### config.mk
export PLATFORM = sky130hd
export DESIGN_NAME = mult_unit
export DESIGN_NICKNAME = d
export VERILOG_FILES = /design/src/rtl/mult_unit_pkg.sv /design/src/rtl/mult_unit_step.sv /design/src/rtl/mult_unit.sv
export SDC_FILE = /design/constraint.sdc
export NUM_CORES = 1
export LEC_CHECK = 0
export BUFFER_PORTS_ARGS = -buffer_cell sky130_fd_sc_hd__buf_4
export CORE_AREA = 5 5 140 142
export DETAILED_ROUTE_END_ITERATION = 7
export DIE_AREA = 0 0 145 147
export GPL_TIMING_DRIVEN = 0
export PLACE_DENSITY = 0.79
export SYNTH_ARGS = -nofsm -noshare
export SYNTH_HDL_FRONTEND = slang
export SYNTH_SLANG_ARGS = --single-unit
### constraint.sdc
create_clock -name clk -period 15.6 [get_ports clk]
set_input_delay 3.12 -clock clk [delete_from_list [all_inputs] [get_ports clk]]
set_output_delay 3.12 -clock clk [all_outputs]
set_load 0.03 [all_outputs]
### src/rtl/mult_unit_pkg.sv
// Shared ALU definitions: control codes for the control decoder and the
// multiply unit, plus the multiply FSM state encoding.
//   AluXxx     4-bit alu_ctrl codes
//   mult_state_e  multiply FSM states
//   is_mult_op    true for codes owned by the multiply unit
package mult_unit_pkg;

  localparam logic [3:0] AluAnd   = 4'b0000;
  localparam logic [3:0] AluOr    = 4'b0001;
  localparam logic [3:0] AluAdd   = 4'b0010;
  localparam logic [3:0] AluSub   = 4'b0110;
  localparam logic [3:0] AluSlt   = 4'b0111;
  localparam logic [3:0] AluNor   = 4'b1100;
  localparam logic [3:0] AluMultu = 4'b1001;
  localparam logic [3:0] AluMfhi  = 4'b1010;
  localparam logic [3:0] AluMflo  = 4'b1011;

  // One shift-add step per operand bit.
  localparam int unsigned MultSteps = 32;

  typedef enum logic {
    StIdle = 1'b0,
    StRun  = 1'b1
  } mult_state_e;

  function automatic logic is_mult_op(input logic [3:0] code);
    return (code == AluMultu) || (code == AluMfhi) || (code == AluMflo);
  endfunction

endpackage

### src/rtl/mult_unit_step.sv
// One combinational shift-add multiply step.
//   product       current 64-bit product register {partial hi, multiplier lo}
//   mcand         latched 32-bit multiplicand
//   next_product  product after conditional add into [63:32] and right shift
module mult_step (
  input  logic [63:0] product,
  input  logic [31:0] mcand,
  output logic [63:0] next_product
);

  logic [32:0] sum;

  always_comb begin
    sum = {1'b0, product[63:32]} + (product[0] ? {1'b0, mcand} : 33'd0);
    // Shifting {carry, sum[31:0], product} right by one drops product[0].
    next_product = {sum, product[31:1]};
  end

endmodule

### src/rtl/mult_unit.sv
// Sequential 32x32 unsigned multiplier with architectural HI/LO registers.
//   clk, rst       clock, asynchronous active-high reset
//   alu_ctrl,start issued ALU op (MULTU / MFHI / MFLO handled here)
//   a, b           multiplicand / multiplier
//   busy, stall    multiply in progress / pipeline hold request
//   done           one-cycle pulse after HI/LO take a new product
//   rd_data        MFHI/MFLO read data
//   hi, lo         architectural HI/LO registers
module mult_unit
  import mult_unit_pkg::*;
(
  input  logic        clk,
  input  logic        rst,
  input  logic [3:0]  alu_ctrl,
  input  logic        start,
  input  logic [31:0] a,
  input  logic [31:0] b,
  output logic        busy,
  output logic        stall,
  output logic        done,
  output logic [31:0] rd_data,
  output logic [31:0] hi,
  output logic [31:0] lo
);

  mult_state_e state_q, state_d;
  logic [4:0]  cnt_q, cnt_d;
  logic [63:0] prod_q, prod_d;
  logic [31:0] mcand_q, mcand_d;
  logic [31:0] hi_q, hi_d;
  logic [31:0] lo_q, lo_d;
  logic        done_q, done_d;
  logic [63:0] step_prod;

  mult_step u_step (
    .product      (prod_q),
    .mcand        (mcand_q),
    .next_product (step_prod)
  );

  always_comb begin
    state_d = state_q;
    cnt_d   = cnt_q;
    prod_d  = prod_q;
    mcand_d = mcand_q;
    hi_d    = hi_q;
    lo_d    = lo_q;
    done_d  = 1'b0;
    unique case (state_q)
      StIdle: begin
        if (start && (alu_ctrl == AluMultu)) begin
          mcand_d = a;
          prod_d  = {32'h0, b};
          cnt_d   = 5'd0;
          state_d = StRun;
        end
      end
      StRun: begin
        prod_d = step_prod;
        cnt_d  = cnt_q + 5'd1;
        if (cnt_q == 5'(MultSteps - 1)) begin
          // Only the finished product ever reaches HI/LO.
          hi_d    = step_prod[63:32];
          lo_d    = step_prod[31:0];
          done_d  = 1'b1;
          state_d = StIdle;
        end
      end
    endcase
  end

  always_ff @(posedge clk or posedge rst) begin
    if (rst) begin
      state_q <= StIdle;
      cnt_q   <= 5'd0;
      prod_q  <= 64'h0;
      mcand_q <= 32'h0;
      hi_q    <= 32'h0;
      lo_q    <= 32'h0;
      done_q  <= 1'b0;
    end else begin
      state_q <= state_d;
      cnt_q   <= cnt_d;
      prod_q  <= prod_d;
      mcand_q <= mcand_d;
      hi_q    <= hi_d;
      lo_q    <= lo_d;
      done_q  <= done_d;
    end
  end

  assign busy  = (state_q == StRun);
  assign stall = busy && start && is_mult_op(alu_ctrl);
  assign done  = done_q;
  assign hi    = hi_q;
  assign lo    = lo_q;

  always_comb begin
    rd_data = 32'h0;
    if (alu_ctrl == AluMfhi) begin
      rd_data = hi_q;
    end else if (alu_ctrl == AluMflo) begin
      rd_data = lo_q;
    end
  end

endmodule

==> results_dict.tcl, run 1 <==
set metrics [dict create \
    reg2reg_from "prod_q[0]" \
    n_fill_cell 1546 \
    clkPwrFrac_pct 27.3 \
    maxCapViolations 0 \
    drt_iter0_drc 634 \
    syn-instance-count 917 \
    reg2reg_to "hi[21]" \
    die_w_um 145 \
    arrival_ns 4.88 \
    ys_seq_elements 167 \
    netlist_top_cells_area "dfrtp_1 (46%), nand2_1 (8.6%), mux2_2 (6.2%)" \
    io_pins 170 \
    cts_setup_buffers 0 \
    antenna_found_initial 0 \
    grt.busiest_layer "met2" \
    antenna_left 0 \
    num_antenna_cells 0 \
    firstDrtPassIters 5 \
    rows 50 \
    grt_use_total_pct 23.74 \
    synth_cell_types 70 \
    critPathKind "primary input to output pin" \
    slew_viol_final 0 \
    syn_nets 1023 \
    synth-xor-area-share_pct 2.502 \
    synth-compound-area-share_pct 17.81 \
    wire_per_inst_um 18.64 \
    grt_max_degree 123 \
    cts_root_buf "clkbuf_16" \
    layout_setup_ws_ns 7.603 \
    avgSynthCellArea_um2 9.926 \
    final_cell_area_mm2 0.01128 \
    grt_use_met2_pct 37.52 \
    die_h_um 147 \
    synth_top_family_by_area "compound AO/OA/AOI/OAI gates" \
    p_int_uw 969.7 \
    cp.required_ns 12.48 \
    async_flop_share_pct 100.0 \
    synth_top_cell_by_area "dfrtp_1" \
    die-area_mm2 0.02132 \
    switching_power_uw 564.6 \
    cts.repair.resized 0 \
    cts_hold_buf 0 \
    setup_violations 0 \
    cts_tree "done" \
    status "finished, final reports clean" \
    gp_congestion 0.9390 \
    synth-simple-area-share_pct 15.34 \
    min_path_type "register to register" \
    synth-seq-area-share_pct 45.91 \
    clock-sinks 167 \
    core-area_mm2 0.01833 \
    synth_mux_area_share_pct 9.704 \
    start_util_pct 49.66 \
    worstSkewPairLatency_ns 0.44 \
    syn_area_mm2 0.009102 \
    fin_skew_ns 0.01257 \
    synth_edf_count 0 \
    p_per_area_mw_per_mm2 136.0 \
    end_kind "output pin" \
    routed-via-count 7570 \
    timing.fmax_mhz 125.1 \
    final_nets 1212 \
    dpl-instance-area_mm2 0.01070 \
    drcViolationCount 0 \
    fin_tns_setup_ns 0 \
    synth_ff_type "dfrtp_1" \
    mostFrequentLayoutCells "nand2_1 (209), buf_4 (172), dfrtp_1 (167), o21ai_0 (61), a22o_1 (52)" \
    seq_power_share_pct 39.3 \
    crit_fanout 10 \
    synthAdderAreaFrac_pct 4.893 \
    drt_wl_total_mm 25.23 \
    io_buffers 169 \
    p_sw_share_pct 36.80 \
    cts_max_level 4 \
    drive_gt1_share_pct 26.09 \
    ys_warn_count 0 \
    leakagePower_uw 0.005219 \
    grt_pass1_vias 7726 \
    combPwrFrac_pct 33.4 \
    dp_slack_ns 7.673 \
    worst_pin_slew_ns 0.7810 \
    hpwl_mm 19.22 \
    final-hold-violation-count 0 \
    ir_drop_mv 0.08993 \
    layout_commonest_cell "nand2_1" \
    gr-usage-met1_pct 33.03 \
    clkSlewWorstSetupHoldPaths_ns 0.07 \
    reg2reg_slack_ns 12.12 \
    areaGrowthSynthToFinish_pct 23.90 \
    timing.final.crit_share_pct 51.26 \
    critPathCapture "rd_data[23]" \
    r2r_cells 10 \
    grt_overflow 0 \
    rsz0062_at_grt "false" \
    numCtsBuffers 17 \
    startpoint_type "primary input" \
    period_needed_ns 7.997 \
    vias_per_cell 5.595 \
    final_util_pct 61.53 \
    grt_pass1_wl_mm 41.31 \
    clockBufferDepth 2 \
    critPathLaunch "alu_ctrl[2]" \
    grt.met3_usage_pct 5.182 \
    slew_headroom_pct 47.74 \
    worstHoldPathCells 1 \
    synth_top_area_share_pct 45.91 \
]
## per-stage QoR
stage / hold WS, ns / instances / total power [µW]
after floorplan: 0.4551 / 917 / 956.7
after global placement: 0.4739 / 1320 / 1095
after detailed placement: 0.4837 / 1321 / 1113
after CTS: 0.5009 / 1353 / 1533
after global routing: 0.5056 / 1353 / 1621
final: 0.4982 / 1353 / 1534
## cells in the mapped netlist (all sizes together), types with 2 or more instances
cell type,instances
xnor2,17
o31ai,5
o211ai,3
nor3,10
and4,3
mux2,50
o31a,2
nand3,10
a31oi,2
o21bai,7
mux2i,32
o311ai,2
o21a,6
a31o,2
or3,2
clkbuf,42
nand2,209
nor2,21
dfrtp,167
a21oi,42
nand2b,3
o22ai,3
o21ai,69
inv,13
a2111oi,2
and3,7
nor2b,3
xor2,9
a21o,7
a211oi,4
a22o,52
ha,34
and2,32
buf,14
nand4,9
## metal layers
layer / vias up / share of wire, %
met5: - / 0
met4: 0 / 2.1
met3: 39 / 5.4
met2: 242 / 46
met1: 3673 / 46
li1: 3616 / -
## critical path, cell delays in order
cell and delay [ns]:
buf_4 0.11, nor2b_1 0.28, nand2_1 0.09, nor2_1 0.41
clkbuf_1 0.48, a22o_1 0.22, buf_4 0.16
## state kept, by name, indices dropped and copies added, names as in the netlist
register,cells
busy,1
mcand_q,32
done,1
prod_q,64
hi,32
lo,32
cnt_q,5
## logic make-up after synthesis
kind of cell / after synthesis
AOI/OAI and AO/OA: 222
muxes: 82
buffers and inverters: 70
and+or+nand+nor: 315
xor gates and xnor gates: 26
adders and majority gates: 35
DFF: 167
## worst min-delay path by stage
stage                            end       start
after floorplan           prod_q[58]  prod_q[58]
after global placement        lo[11]  prod_q[12]
after detailed placement      lo[13]  prod_q[14]
after CTS                     lo[13]  prod_q[14]
after global routing      mcand_q[8]  mcand_q[8]
final                     mcand_q[8]  mcand_q[8]
## final cells by class
cell class	count	area, µm²	share of cell area [%]
Multi-Input combinational cell	680	4574	40.56
Sequential cell	167	4179	37.05
Timing Repair Buffer	170	1296	11.49
Clock buffer	19	442.9	3.927
Buffer	56	296.5	2.629
Tap cell	234	292.8	2.596
Clock inverter	13	136.4	1.209
Inverter	14	60.06	0.5325
## power groups by stage
stage               clock network, µW  logic, µW  registers [µW]
global placement                    0        492             602
CTS                               423        509             601
detailed placement                  0        507             606
finish                            419        512             603
global route                      441        567             613
floorplan                           0        364             593
No activity file was read; power rests on OpenSTA's default activity.
==> run 2, diff against run 1 <==
--- a/config.mk
+++ b/config.mk
@@ -10,7 +10,7 @@
 export DETAILED_ROUTE_END_ITERATION = 7
 export DIE_AREA = 0 0 145 147
 export GPL_TIMING_DRIVEN = 0
-export PLACE_DENSITY = 0.79
+export PLACE_DENSITY = 0.82
 export SYNTH_ARGS = -nofsm -noshare
 export SYNTH_HDL_FRONTEND = slang
 export SYNTH_SLANG_ARGS = --single-unit
==> constraint.sdc (replaced) <==
create_clock -name clk -period 6.42 [get_ports clk]
set_input_delay 1.284 -clock clk [delete_from_list [all_inputs] [get_ports clk]]
set_output_delay 1.284 -clock clk [all_outputs]
set_load 0.03 [all_outputs]
==> run 2 against run 1 <==
Net effect: sequential share of layout area hardly changed; total power is 140% higher; hold slack worse by 0.0033 ns; via count is 0.52% higher; combinational power is 140% higher; die area stayed put; sequential power is 140% higher; first-iteration DRC count is 0.95% higher; final area hardly changed; wire length is 0.26% higher; non-clock buffer count stayed put; global-route usage is 0.059 points lower; largest power group unchanged; highest routed layer unchanged.
==> results_dict.tcl, run 2 (synthesis gave the netlist of run 1 again) <==
set metrics [dict create \
    die-area_mm2 0.02132 \
    leakagePower_uw 0.005214 \
    io_buffers 169 \
    layout_commonest_cell "nand2_1" \
    start_util_pct 49.66 \
    clockBufferDepth 2 \
    areaGrowthSynthToFinish_pct 23.82 \
    cts_tree "done" \
    arrival_ns 3.05 \
    cp.required_ns 5.14 \
    dpl-instance-area_mm2 0.01070 \
    clock-sinks 167 \
    cts.repair.resized 0 \
    layout_setup_ws_ns 2.081 \
    die_w_um 145 \
    final-hold-violation-count 0 \
    min_path_type "register to register" \
    final_nets 1212 \
    hpwl_mm 19.34 \
    ir_drop_mv 0.1841 \
    grt_use_total_pct 23.68 \
    worstSkewPairLatency_ns 0.43 \
    end_kind "output pin" \
    dp_slack_ns 2.126 \
    clkSlewWorstSetupHoldPaths_ns 0.07 \
    cts_root_buf "clkbuf_16" \
    antenna_left 0 \
    gp_congestion 0.9215 \
    timing.fmax_mhz 230.5 \
    num_antenna_cells 0 \
    worst_pin_slew_ns 0.7406 \
    largest_reg_flops 64 \
    cts_max_level 4 \
    rsz0062_at_grt "false" \
    regMostFlops "prod_q" \
    drt_wl_total_mm 25.29 \
    vias_per_cell 5.624 \
    slew_viol_final 0 \
    cts_hold_buf 0 \
    final_cell_area_mm2 0.01127 \
    p_per_area_mw_per_mm2 329.0 \
    startpoint_type "primary input" \
    cts_setup_buffers 0 \
    numCtsBuffers 17 \
    io_pins 170 \
    critPathKind "primary input to output pin" \
    drive_gt1_share_pct 26.09 \
    routed-via-count 7609 \
    timing.final.crit_share_pct 67.58 \
    setup_violations 0 \
    rows 50 \
    wire_per_inst_um 18.69 \
    grt_pass1_wl_mm 41.38 \
    status "finished, final reports clean" \
    slew_headroom_pct 50.45 \
    grt_pass1_vias 7756 \
    antenna_found_initial 0 \
    grt_max_degree 122 \
    period_needed_ns 4.339 \
    maxCapViolations 0 \
    drt_iter0_drc 640 \
    final_util_pct 61.49 \
    die_h_um 147 \
    core-area_mm2 0.01833 \
    crit_fanout 10 \
    fin_skew_ns 0.01042 \
    grt_overflow 0 \
    drcViolationCount 0 \
    mostFrequentLayoutCells "nand2_1 (209), buf_4 (172), dfrtp_1 (167), o21ai_0 (61), a22o_1 (52)" \
    firstDrtPassIters 5 \
]
-- run 2: changes by cell type in the layout (fill, tap and decap cells not counted), sizes merged --
cell,previous run,this run
inv,19,18
clkbuf,61,60
clkinv,4,6
-- run 2: critical path, stage by stage --
cell and delay [ns]:
buf_4 0.11, nor2b_1 0.30, and3_1 0.20, clkbuf_1 0.30
clkbuf_1 0.42, a22o_1 0.26, buf_4 0.17
-- run 2: metrics by stage --
stage	hold slack (ns)	instances	power [µW]	setup TNS, ns
after global routing	0.5096	1353	3929	0
after floorplan	0.4551	917	2325	0
after detailed placement	0.4799	1321	2706	0
after global placement	0.4732	1320	2662	-196.16
final	0.4949	1353	3709	0
after CTS	0.4967	1353	3711	0
-- run 2: power by group --
part	switching [µW]	leakage (µW)	internal (µW)
clock	449	0.000270	544
combinational	743	0.00294	511
sequential	170	0.00201	1290
total	1360	0.00521	2350
-- run 2: area by class of cell --
type,instances,area (µm²)
plain buffers,56,296.5
clock buffers,18,429.2
clock inverters,14,142.6
fillers,1524,7059
inverters,14,60.06
multi-input cells,680,4574
flip-flops and latches,167,4179
well taps,234,292.8
repair buffers,170,1296
-- run 2: metal layers --
layer  global-route usage, %  share of wire [%]  vias to the layer above  wire length [µm]
met5                       0                  0                        -                 0
met4                   6.780                1.7                        0               441
li1                        -                  -                     3637                 -
met3                   4.565                5.9                       29              1495
met2                   38.45                 48                      250             12100
met1                   32.56                 45                     3693             11260
-- run 2: final timing paths --
| check | from | endpoint | slack (ns) | cells after the start |
|---|---|---|---|---|
| max in group asynchronous | rst | lo[0] | 4.66 | 3 |
| max | alu_ctrl[2] | rd_data[10] | 2.08 | 7 |
| min | prod_q[21] | lo[20] | 0.49 | 2 |
| max reg2reg | prod_q[0] | hi[17] | 2.88 | 10 |
| min reg2reg | prod_q[21] | lo[20] | 0.49 | 2 |
| min in group asynchronous | rst | mcand_q[6] | 0.82 | 2 |
==> run 3, diff against run 2 <==
==> constraint.sdc (replaced) <==
create_clock -name clk -period 3.72 [get_ports clk]
set_input_delay 0.744 -clock clk [delete_from_list [all_inputs] [get_ports clk]]
set_output_delay 0.744 -clock clk [all_outputs]
set_load 0.03 [all_outputs]
==> run 3 against run 2 <==
Net effect: utilization grew 0.31 points; wire length grew 0.21%; global-route usage barely moved; critical endpoint is now stall; sequential share of layout area decreased by 0.19 points; flip-flop and latch count did not move; critical path type is now register to output pin; critical path depth shrank 2.
==> results_dict.tcl, run 3 (synthesis gave the netlist of run 1 again) <==
set metrics [dict create \
    largest_reg_flops 64 \
    timing.fmax_mhz 286.4 \
    gp_congestion 0.9123 \
    cts_tree "done" \
    p_per_area_mw_per_mm2 568.3 \
    start_util_pct 49.66 \
    fin_skew_ns 0.01199 \
    maxCapViolations 0 \
    critPathKind "register to output pin" \
    cts_max_level 4 \
    clockBufferDepth 2 \
    leakagePower_uw 0.005253 \
    min_path_type "primary input to async pin" \
    rows 50 \
    grt_use_total_pct 23.69 \
    setup_violations 0 \
    layout_commonest_cell "nand2_1" \
    cts_hold_buf 0 \
    clock-sinks 167 \
    grt_pass1_wl_mm 41.45 \
    antenna_left 0 \
    grt_pass1_vias 7823 \
    n_fill_cell 1495 \
    regMostFlops "prod_q" \
    timing.final.crit_share_pct 93.86 \
    period_needed_ns 3.491 \
    p_int_uw 4076 \
    arrival_ns 2.75 \
    slew_viol_final 0 \
    power_uw 6438 \
    seq_power_share_pct 39.3 \
    vias_per_cell 5.667 \
    met2WireLength_mm 11.90 \
    clkSlewWorstSetupHoldPaths_ns 0.07 \
    antenna_found_initial 0 \
    wire_per_inst_um 18.69 \
    firstDrtPassIters 5 \
    ir_drop_mv 0.3603 \
    cts_setup_buffers 0 \
    die-area_mm2 0.02132 \
    wl_met3_mm 1.593 \
    holdWs_ns 0.3904 \
    switching_power_uw 2362 \
    register_area_mm2 0.004179 \
    io_pins 170 \
    die_h_um 147 \
    drive_gt1_share_pct 26.38 \
    drt_iter0_drc 532 \
    p_sw_share_pct 36.69 \
    worstSkewPairLatency_ns 0.43 \
    routed.top_layer "met4" \
    reg2reg_to "hi[17]" \
    numCtsBuffers 17 \
    r2r_cells 10 \
    worst_pin_slew_ns 0.6853 \
    end_kind "output pin" \
    combPwrFrac_pct 33.6 \
    crit_fanout 10 \
    reg2reg_slack_ns 0.43 \
    multi_input_area_mm2 0.004574 \
    cts_root_buf "clkbuf_16" \
    drt_wl_total_mm 25.35 \
    areaGrowthSynthToFinish_pct 24.45 \
    clkPwrFrac_pct 27.1 \
    startpoint_type "register" \
    grt_max_degree 43 \
    drcViolationCount 0 \
    met1Wirelength_mm 11.26 \
    routed-via-count 7684 \
    rsz0062_at_grt "false" \
    core-area_mm2 0.01833 \
    mostFrequentLayoutCells "nand2_1 (209), buf_4 (172), dfrtp_1 (167), o21ai_0 (61), a22o_1 (52)" \
    cp.required_ns 2.98 \
    final-hold-violation-count 0 \
    die_w_um 145 \
    grt_overflow 0 \
    status "finished, final reports clean" \
    reg2reg_from "prod_q[0]" \
    final_nets 1215 \
    hpwl_mm 19.55 \
    io_buffers 169 \
    slew_headroom_pct 54.14 \
    num_antenna_cells 0 \
]
-- run 3: cell types whose count changed in the layout (fill, tap and decap cells not counted), sizes merged --
cell	delta
clkbuf	+1
clkinvlp	-2
clkinv	+1
buf	+3
-- run 3: routing by layer --
| metal | up-vias | global-route usage [%] |
|---|---|---|
| met5 | - | 0 |
| met2 | 289 | 37.71 |
| met4 | 0 | 7.486 |
| li1 | 3639 | - |
| met3 | 43 | 5.120 |
| met1 | 3713 | 32.57 |
-- run 3: final cells by class --
class / instances / area share [%]
plain buffers: 56 / 2.629
clock buffers: 19 / 3.910
clock inverters: 13 / 1.204
inverters: 14 / 0.4970
multi-input cells: 680 / 40.38
flip-flops and latches: 167 / 36.89
well taps: 234 / 2.584
repair buffers: 173 / 11.91
-- run 3: critical path, cell delays in order, from the launching register on --
cell	delay, ns
dfrtp_1	0.38
clkbuf_1	0.42
clkbuf_1	0.49
clkbuf_1	0.56
o2111a_1	0.30
buf_4	0.16
-- run 3: worst max-delay path by stage --
stage / slack [ns] / to / start
final: 0.23 / stall / busy
after CTS: 0.25 / hi[17] / prod_q[0]
after global routing: 0.17 / stall / busy
after global placement: -0.13 / mcand_q[29] / rst
after detailed placement: 0.27 / hi[17] / prod_q[0]
after floorplan: 0.85 / busy / rst
-- run 3: what timing repair did --
| action | in CTS | in global routing |
|---|---|---|
| gates resized for setup | 0 | 2 |
| endpoints found under the hold margin | 0 | 0 |
| endpoints found under the setup margin | 0 | 1 |
-- run 3: power groups by stage --
stage	logic [µW]	clock network [µW]	registers, µW
2_1_floorplan	1530	0	2490
3_3_place_gp	2060	0	2530
3_5_place_dp	2120	0	2550
4_1_cts	2140	1770	2520
5_1_grt	2380	1850	2570
6_report	2160	1750	2530
-- run 3: stage by stage --
step / setup TNS (ns) / cell area, µm² / setup WS, ns / util (%) / instances
finish: 0 / 11330 / 0.2286 / 61.80 / 1356
global route: 0 / 11330 / 0.1741 / 61.80 / 1356
CTS: 0 / 11330 / 0.2514 / 61.80 / 1356
detailed placement: 0 / 10750 / 0.2729 / 58.63 / 1324
global placement: -19.93 / 10670 / -0.1337 / 58.20 / 1320
floorplan: 0 / 9106 / 0.8492 / - / 917
